===== config.mk =====
export PLATFORM = sky130hd
export DESIGN_NAME = branch_resolve
export DESIGN_NICKNAME = d
export VERILOG_FILES = /design/src/rtl/branch_resolve.sv
export SDC_FILE = /design/constraint.sdc
export NUM_CORES = 1
export LEC_CHECK = 0
export ABC_CLOCK_PERIOD_IN_PS = 1900
export CAP_MARGIN = 20
export CORE_AREA = 2 2 125 127
export CTS_CLUSTER_SIZE = 20
export DETAILED_ROUTE_END_ITERATION = 16
export DIE_AREA = 0 0 127 129
export HOLD_SLACK_MARGIN = 0.06
export PLACE_DENSITY_LB_ADDON = 0.2
export SYNTH_ARGS = -nofsm -noshare
export SYNTH_HDL_FRONTEND = slang
export SYNTH_SLANG_ARGS = --single-unit

===== constraint.sdc =====
create_clock -name clk -period 1.9 [get_ports clk]
set_input_delay 0.285 -clock clk [delete_from_list [all_inputs] [get_ports clk]]
set_output_delay 0.285 -clock clk [all_outputs]
set_load 0.02 [all_outputs]

===== src/rtl/branch_resolve.sv =====
// EX-stage branch/jump resolution: outcome evaluation, mispredict redirect,
// two-cycle front-end flush and a 2-bit saturating branch history table.
//
// state  | meaning
// -------+----------------------------------------------------------
// IDLE   | normal operation, EX resolutions accepted
// FLUSH1 | first kill cycle after a redirect, EX inputs ignored
// FLUSH2 | second kill cycle after a redirect, EX inputs ignored
module branch_resolve #(
    parameter int BHT_BITS = 4
) (
    input  logic        clk,
    input  logic        rst,
    input  logic        ex_valid,
    input  logic        ex_branch,
    input  logic        ex_jump,
    input  logic [2:0]  ex_funct3,
    input  logic        BrEq,
    input  logic        BrLt,
    input  logic [31:0] ex_pc,
    input  logic [31:0] ex_target,
    input  logic        ex_pred,
    input  logic [31:0] if_pc,
    input  logic        stall,
    output logic        BrUn,
    output logic        if_pred,
    output logic        redirect,
    output logic [31:0] redirect_pc,
    output logic        flush
);

    localparam logic [1:0] IDLE   = 2'd0;
    localparam logic [1:0] FLUSH1 = 2'd1;
    localparam logic [1:0] FLUSH2 = 2'd2;
    localparam int BHT_SIZE = 2 ** BHT_BITS;

    logic [1:0]          state;
    logic [1:0]          state_next;
    logic [1:0]          bht [BHT_SIZE];
    logic [BHT_BITS-1:0] ex_idx;
    logic [BHT_BITS-1:0] if_idx;
    logic                lt;
    logic                taken;
    logic                resolve;
    logic                bht_update;
    logic                mispredict;
    logic [31:0]         target;
    logic [1:0]          bht_cur;
    logic [1:0]          bht_next;
    logic                unused_pc_bits;

    assign BrUn   = ex_funct3[1];
    assign lt     = BrLt & ~BrEq;
    assign ex_idx = ex_pc[BHT_BITS+1:2];
    assign if_idx = if_pc[BHT_BITS+1:2];

    // Upper fetch PC bits do not take part in the BHT lookup.
    assign unused_pc_bits = &{1'b0, if_pc[31:BHT_BITS+2], if_pc[1:0]};

    always_comb begin
        taken = 1'b0;
        case (ex_funct3)
            3'b000:          taken = BrEq;
            3'b001:          taken = ~BrEq;
            3'b100, 3'b110:  taken = lt;
            3'b101, 3'b111:  taken = ~lt;
            default:         taken = 1'b0;
        endcase
    end

    assign resolve    = ex_valid & ~stall & (state == IDLE) & (ex_branch | ex_jump);
    assign bht_update = resolve & ~ex_jump;

    always_comb begin
        mispredict = 1'b0;
        target     = ex_target;
        if (resolve) begin
            if (ex_jump) begin
                mispredict = 1'b1;
                target     = ex_target;
            end else begin
                mispredict = (taken != ex_pred);
                target     = taken ? ex_target : ex_pc + 32'd4;
            end
        end
    end

    always_comb begin
        bht_cur  = bht[ex_idx];
        bht_next = bht_cur;
        if (taken) begin
            if (bht_cur != 2'b11) bht_next = bht_cur + 2'b01;
        end else begin
            if (bht_cur != 2'b00) bht_next = bht_cur - 2'b01;
        end
    end

    always_comb begin
        state_next = IDLE;
        case (state)
            IDLE:    state_next = mispredict ? FLUSH1 : IDLE;
            FLUSH1:  state_next = FLUSH2;
            FLUSH2:  state_next = IDLE;
            default: state_next = IDLE;
        endcase
    end

    always_ff @(posedge clk or posedge rst) begin
        if (rst) begin
            state       <= IDLE;
            redirect    <= 1'b0;
            redirect_pc <= 32'd0;
            flush       <= 1'b0;
        end else begin
            state    <= state_next;
            redirect <= mispredict;
            flush    <= mispredict | (state == FLUSH1);
            if (mispredict) redirect_pc <= target;
        end
    end

    // Registered table read gives the pre-update value on a same-index write.
    always_ff @(posedge clk or posedge rst) begin
        if (rst) begin
            for (int i = 0; i < BHT_SIZE; i++) bht[i] <= 2'b01;
        end else if (bht_update) begin
            bht[ex_idx] <= bht_next;
        end
    end

    assign if_pred = bht[if_idx][1];

endmodule


# Word level (Yosys, flattened, before mapping)
# Index checks and enable logic that the tools add are counted.
# op_classes
addsub	3
magnitude_cmp	3
eq_ne	8
mux	20
bitwise	13
reduce_logical	6
# op_table
cell	count
$mux 32	3
$add 32x3->32 const B	1
$bwmux 32	1
$bmux 2 s4	2
$mux 2	8
$eq 3x3->1 const B	4
$ge 5x5->1 const B	2
$not 4->5	2
$demux 2 s4	1
$and 1x1->1	5
$lt 5x1->1 const B	1
$not 1->1	4
$pmux 1 s4	1
$pmux 2 s2	1
$reduce_or 2->1	2
$eq 3x1->1 const B	1
$logic_not 3->1	1
$mux 1	3
$add 2x1->2 const B	1
$eq 2x1->1 const B	1
$logic_not 2->1	1
$ne 2x2->1 const B	1
$or 1x1->1	2
$reduce_bool 2->1	1
3 further kinds	3
# totals
register_bits	68
input_bits	108
output_inout_bits	36
wordCells	73

# Logic depth before layout (Yosys ltp)
# logic_depth
word_depth	9
mapped_depth	7
depth_no_buf	6

# Worst setup path after synthesis
# Ideal clock, no wire load.
# synth_path
path_type	input to register
start	input port ex_funct3[2]
end	register redirect_pc[10]
setup_ns	0.125
t_arrival_ns	2.066
required_time_ns	1.775
slack_ns	-0.291
path_stages	7
n_path_buf	2
path_cell_list	or4b_1 and2_4 and2_0 buf_2 o211ai_4 buf_6 mux2_2
# synth_via
elab_chain_cells	6
elab_cells_between_ends	15
cone_classes	6 x eq/ne; 6 x mux; 3 x reduce/logical
# synth_lines
item	line	rtl
start, declared	17	input logic [2:0] ex_funct3,
$eq 3x3->1	62	case (ex_funct3)
$reduce_or 2->1	62	
$pmux 1 s4 (*)	62	
$mux 32 or $ne 1x1->1 (tied branches)	83, 82	
$mux 32 or $mux 1 (tied branches)	78	if (ex_jump) begin
$mux 32 or $mux 1 (tied branches)	77	if (resolve) begin
end signal, assigned	118	if (mispredict) redirect_pc <= target;
end, declared	28	output logic [31:0] redirect_pc,
# Every way passes the cells marked *; elsewhere a longest branch is shown, timed or not.
# A chain may end at the register's enable or synchronous reset.

# Worst setup path after layout
# layout_path
start	register bht[9] (netlist bit)
end	register bht[5] (netlist bit)
# layout_via
elab_chain_cells	7
elab_cells_between_ends	11
cone_classes	2 x add/sub; 1 x eq/ne; 7 x mux; 1 x reduce/logical
# layout_lines
item	line	rtl
start, declared	39	logic [1:0] bht [BHT_SIZE];
start signal, assigned by index	127	bht[ex_idx] <= bht_next;
$bmux 2 s4 (*)	89	bht_cur = bht[ex_idx];
$mux 2 (implied by the code) (*) (2 in series)	89	
$sub 2x1->2, or another cell as far along	94	if (bht_cur != 2'b00) bht_next = bht_cur - 2'b01;
$mux 2, on equally long branches	94, 92	
$mux 2 (*)	91	if (taken) begin
$bwmux 32 (*)	127	
# Every way passes the cells marked *; elsewhere a longest branch is shown, timed or not. The select of a mux whose other input is x is not followed.

==> results.md <==
* Router iterations before antenna repair at 5
* Worst skew pair latency at 350 ps
* Vias per cell at 5.34
* Largest net degree at the start of global routing at 69
* Worst-path maximum fanout at 8
* Synth warn at 0
* Fraction of registers with async set/reset at 1.00
* Syn nets at 515
* Failing checks: negative setup slack
* Post-synth EDFFs at 0
* Fin area at 0.00770 mm2
* Worst rel slew slack at 0.705
* # setup viols final at 60
* Fraction of layout cells with a size suffix above 1 at 0.483
* Antenna fix cells at 0
* DRC at 0
* Core footprint at 0.0150 mm2
* Chip height at 129 um
* Max-slew violation count at 0
* PD cells at 746 mW/mm2
* Routed vias at 4342
* Nets at 732
* First-pass GRT wire length at 24200 um
* Slew at the pin closest to its max-slew limit at 441 ps
* Footprint of the multi-input gates at 0.00310 mm2
* Max_cap viols at 0
* Critical path arrival at 2370 ps
* CTS Buffer Depth at 2
* Area after DPL at 0.00639 mm2
* Max VDD drop at 0.000402 V
* Grt total ovfl at 0
* Total number of H-tree levels at 3
* RePlAce Congestion at 0.879
* Initial Util at 0.294
* HPWL after DPL at 10600 um
* FF+latch area at 0.00172 mm2
* Starting DRT DRC Count at 377
* CP Launch Type: flop
* CP Class: reg -> reg
* Hold Buf Count CTS at 0
* Final min period at 2140 ps
* Leak at 3.21 nW
* Die area at 0.0164 mm2
* Fmax achieved at 467 MHz
* Yosys reg bits at 68
* Total CTS buffers at 9
* Worst EP required at 2130 ps
* R2R depth at 6
* Synth Flop Type: dfrtp_1
* I/O Buffers at 115
* Layout fillers at 1301
* Boundary pin count at 144
* Worst Skew at 9.42 ps
* Area growth syn-to-layout at 74.6%
* Leading cell type in the layout, fill and taps excluded: clkdlybuf4s50_1
* Fin worst setup slack at -242 ps
* FP Rows at 45
* Worst hold path type: in -> async
* Commonest cells after routing, fill and taps aside: clkdlybuf4s50_1, buf_4, dfrtp_1
* Synthesized area at 0.00441 mm2
* Antenna Nets Post-Route at 0
* RSZ-0062 raised after global routing: yes
* Die Span X at 127 um
* Unique cell type count in the Yosys netlist at 55
* Crit share post-route at 1.13
* CTS tree: yes
* Vias in the first global route at 4541
* Kind of end point of the critical path: flop
* Initial antenna violation count at 0
* Outcome: finished with violations
* Pre-CTS setup slack at -882 ps
* DR WL/cell at 20.0 um
* CTS Sinks at 68
* Post-synthesis cell count at 403
* Avg Cell Area, Syn at 10.9 um2
* Final WL at 16300 um
* Final Hold Fails at 0
* Clock-pin slew on the worst setup and hold paths at 60 ps
* GRT Total Usage at 0.190
* Root Driver: clkbuf_16
* Sequential-to-total area share from yosys stat at 0.390
==> cell usage after synthesis, types with 5 or more instances <==
cell type	number	area (um2)
clkbuf_1	7	26.3
buf_6	6	67.6
nor4_1	10	62.6
nor2_1	6	22.5
nand4_1	16	100
nand3_1	12	60.1
mux2i_1	7	70.1
o31ai_1	5	37.5
xnor2_1	14	123
a31oi_1	7	43.8
buf_2	8	40.0
nand2_1	35	131
mux2_2	67	754
mux4_1	5	131
and2_1	5	31.3
dfstp_2	16	420
inv_1	13	48.8
dfrtp_1	52	1300
mux4_2	8	180
a21oi_1	31	155
nor3_1	11	55.1
==> worst max-delay path: stages, from the launching register on <==
cell,delay (ps)
dfrtp_1,390
buf_6,120
mux4_2,500
mux2i_4,200
mux2i_4,120
maj3_2,400
mux2_2,300
==> sequential cells by signal, summed over array words and instances, names as in the netlist <==
register	flops
bht	32
flush	1
redirect	1
redirect_pc	32
state	2
==> final cells by class <==
type	instances	area share
multi-input cells	301	0.403
inverters	13	0.00682
well taps	188	0.0305
flip-flops and latches	68	0.224
repair buffers	227	0.294
clock buffers	11	0.0315
clock inverters	5	0.0110
==> layer usage <==
| metal | vias to the layer above | GRT usage | part of all wire |
|---|---|---|---|
| li1 | 1982 | - | - |
| met1 | 2171 | 0.245 | 0.43 |
| met2 | 155 | 0.304 | 0.49 |
| met3 | 34 | 0.0407 | 0.055 |
| met4 | 0 | 0.0944 | 0.033 |
| met5 | - | 0 | 0 |
==> kinds of logic after synthesis <==
logic type                 Yosys count  synth area share
AOI/OAI and AO/OA                   68             0.106
and+or+nand+nor                    124             0.158
xor gates and xnor gates            14            0.0278
buffers and inverters               36            0.0440
muxes                               87             0.258
adders and majority gates            6            0.0165
DFF                                 68             0.390
==> final timing paths <==
check | to | slack (ps) | startpoint
min | redirect_pc[31]$_DFFE_PP0P_ | 380 | rst
max in group asynchronous | bht[0]$_DFFE_PP1P_ | 1160 | rst
max | bht[5]$_DFFE_PP0P_ | -240 | bht[9]$_DFFE_PP0P_
min reg2reg | redirect_pc[13]$_DFFE_PP0P_ | 510 | redirect_pc[13]$_DFFE_PP0P_
min in group clk | redirect_pc[29]$_DFFE_PP0P_ | 420 | stall
max reg2reg | bht[5]$_DFFE_PP0P_ | -240 | bht[9]$_DFFE_PP0P_
==> report_power, final <==
group | internal, W | switching, W
sequential | 0.00171 | 0.000149
combinational | 0.00113 | 0.000865
clock | 0.00119 | 0.000700
total | 0.00403 | 0.00171
==> metrics by stage <==
step                      power, W  utilization  hold slack [ps]  instances  setup TNS [ps]
after global placement     0.00354        0.426              492        770          -47540
after CTS                  0.00571        0.492              405        809          -11000
after floorplan            0.00265            -              436        403           -6110
after global routing       0.00597        0.514              433        813          -13090
after detailed placement   0.00355        0.426              495        770          -49600
final                      0.00575        0.514              382        813          -10220
==> timing repair <==
item,in CTS,in global routing
pin swaps,16,11
gates cloned,9,0
setup buffers,14,9
gates resized for setup,114,70
setup endpoints to repair,66,65
Power figures use the tool's default switching activity.
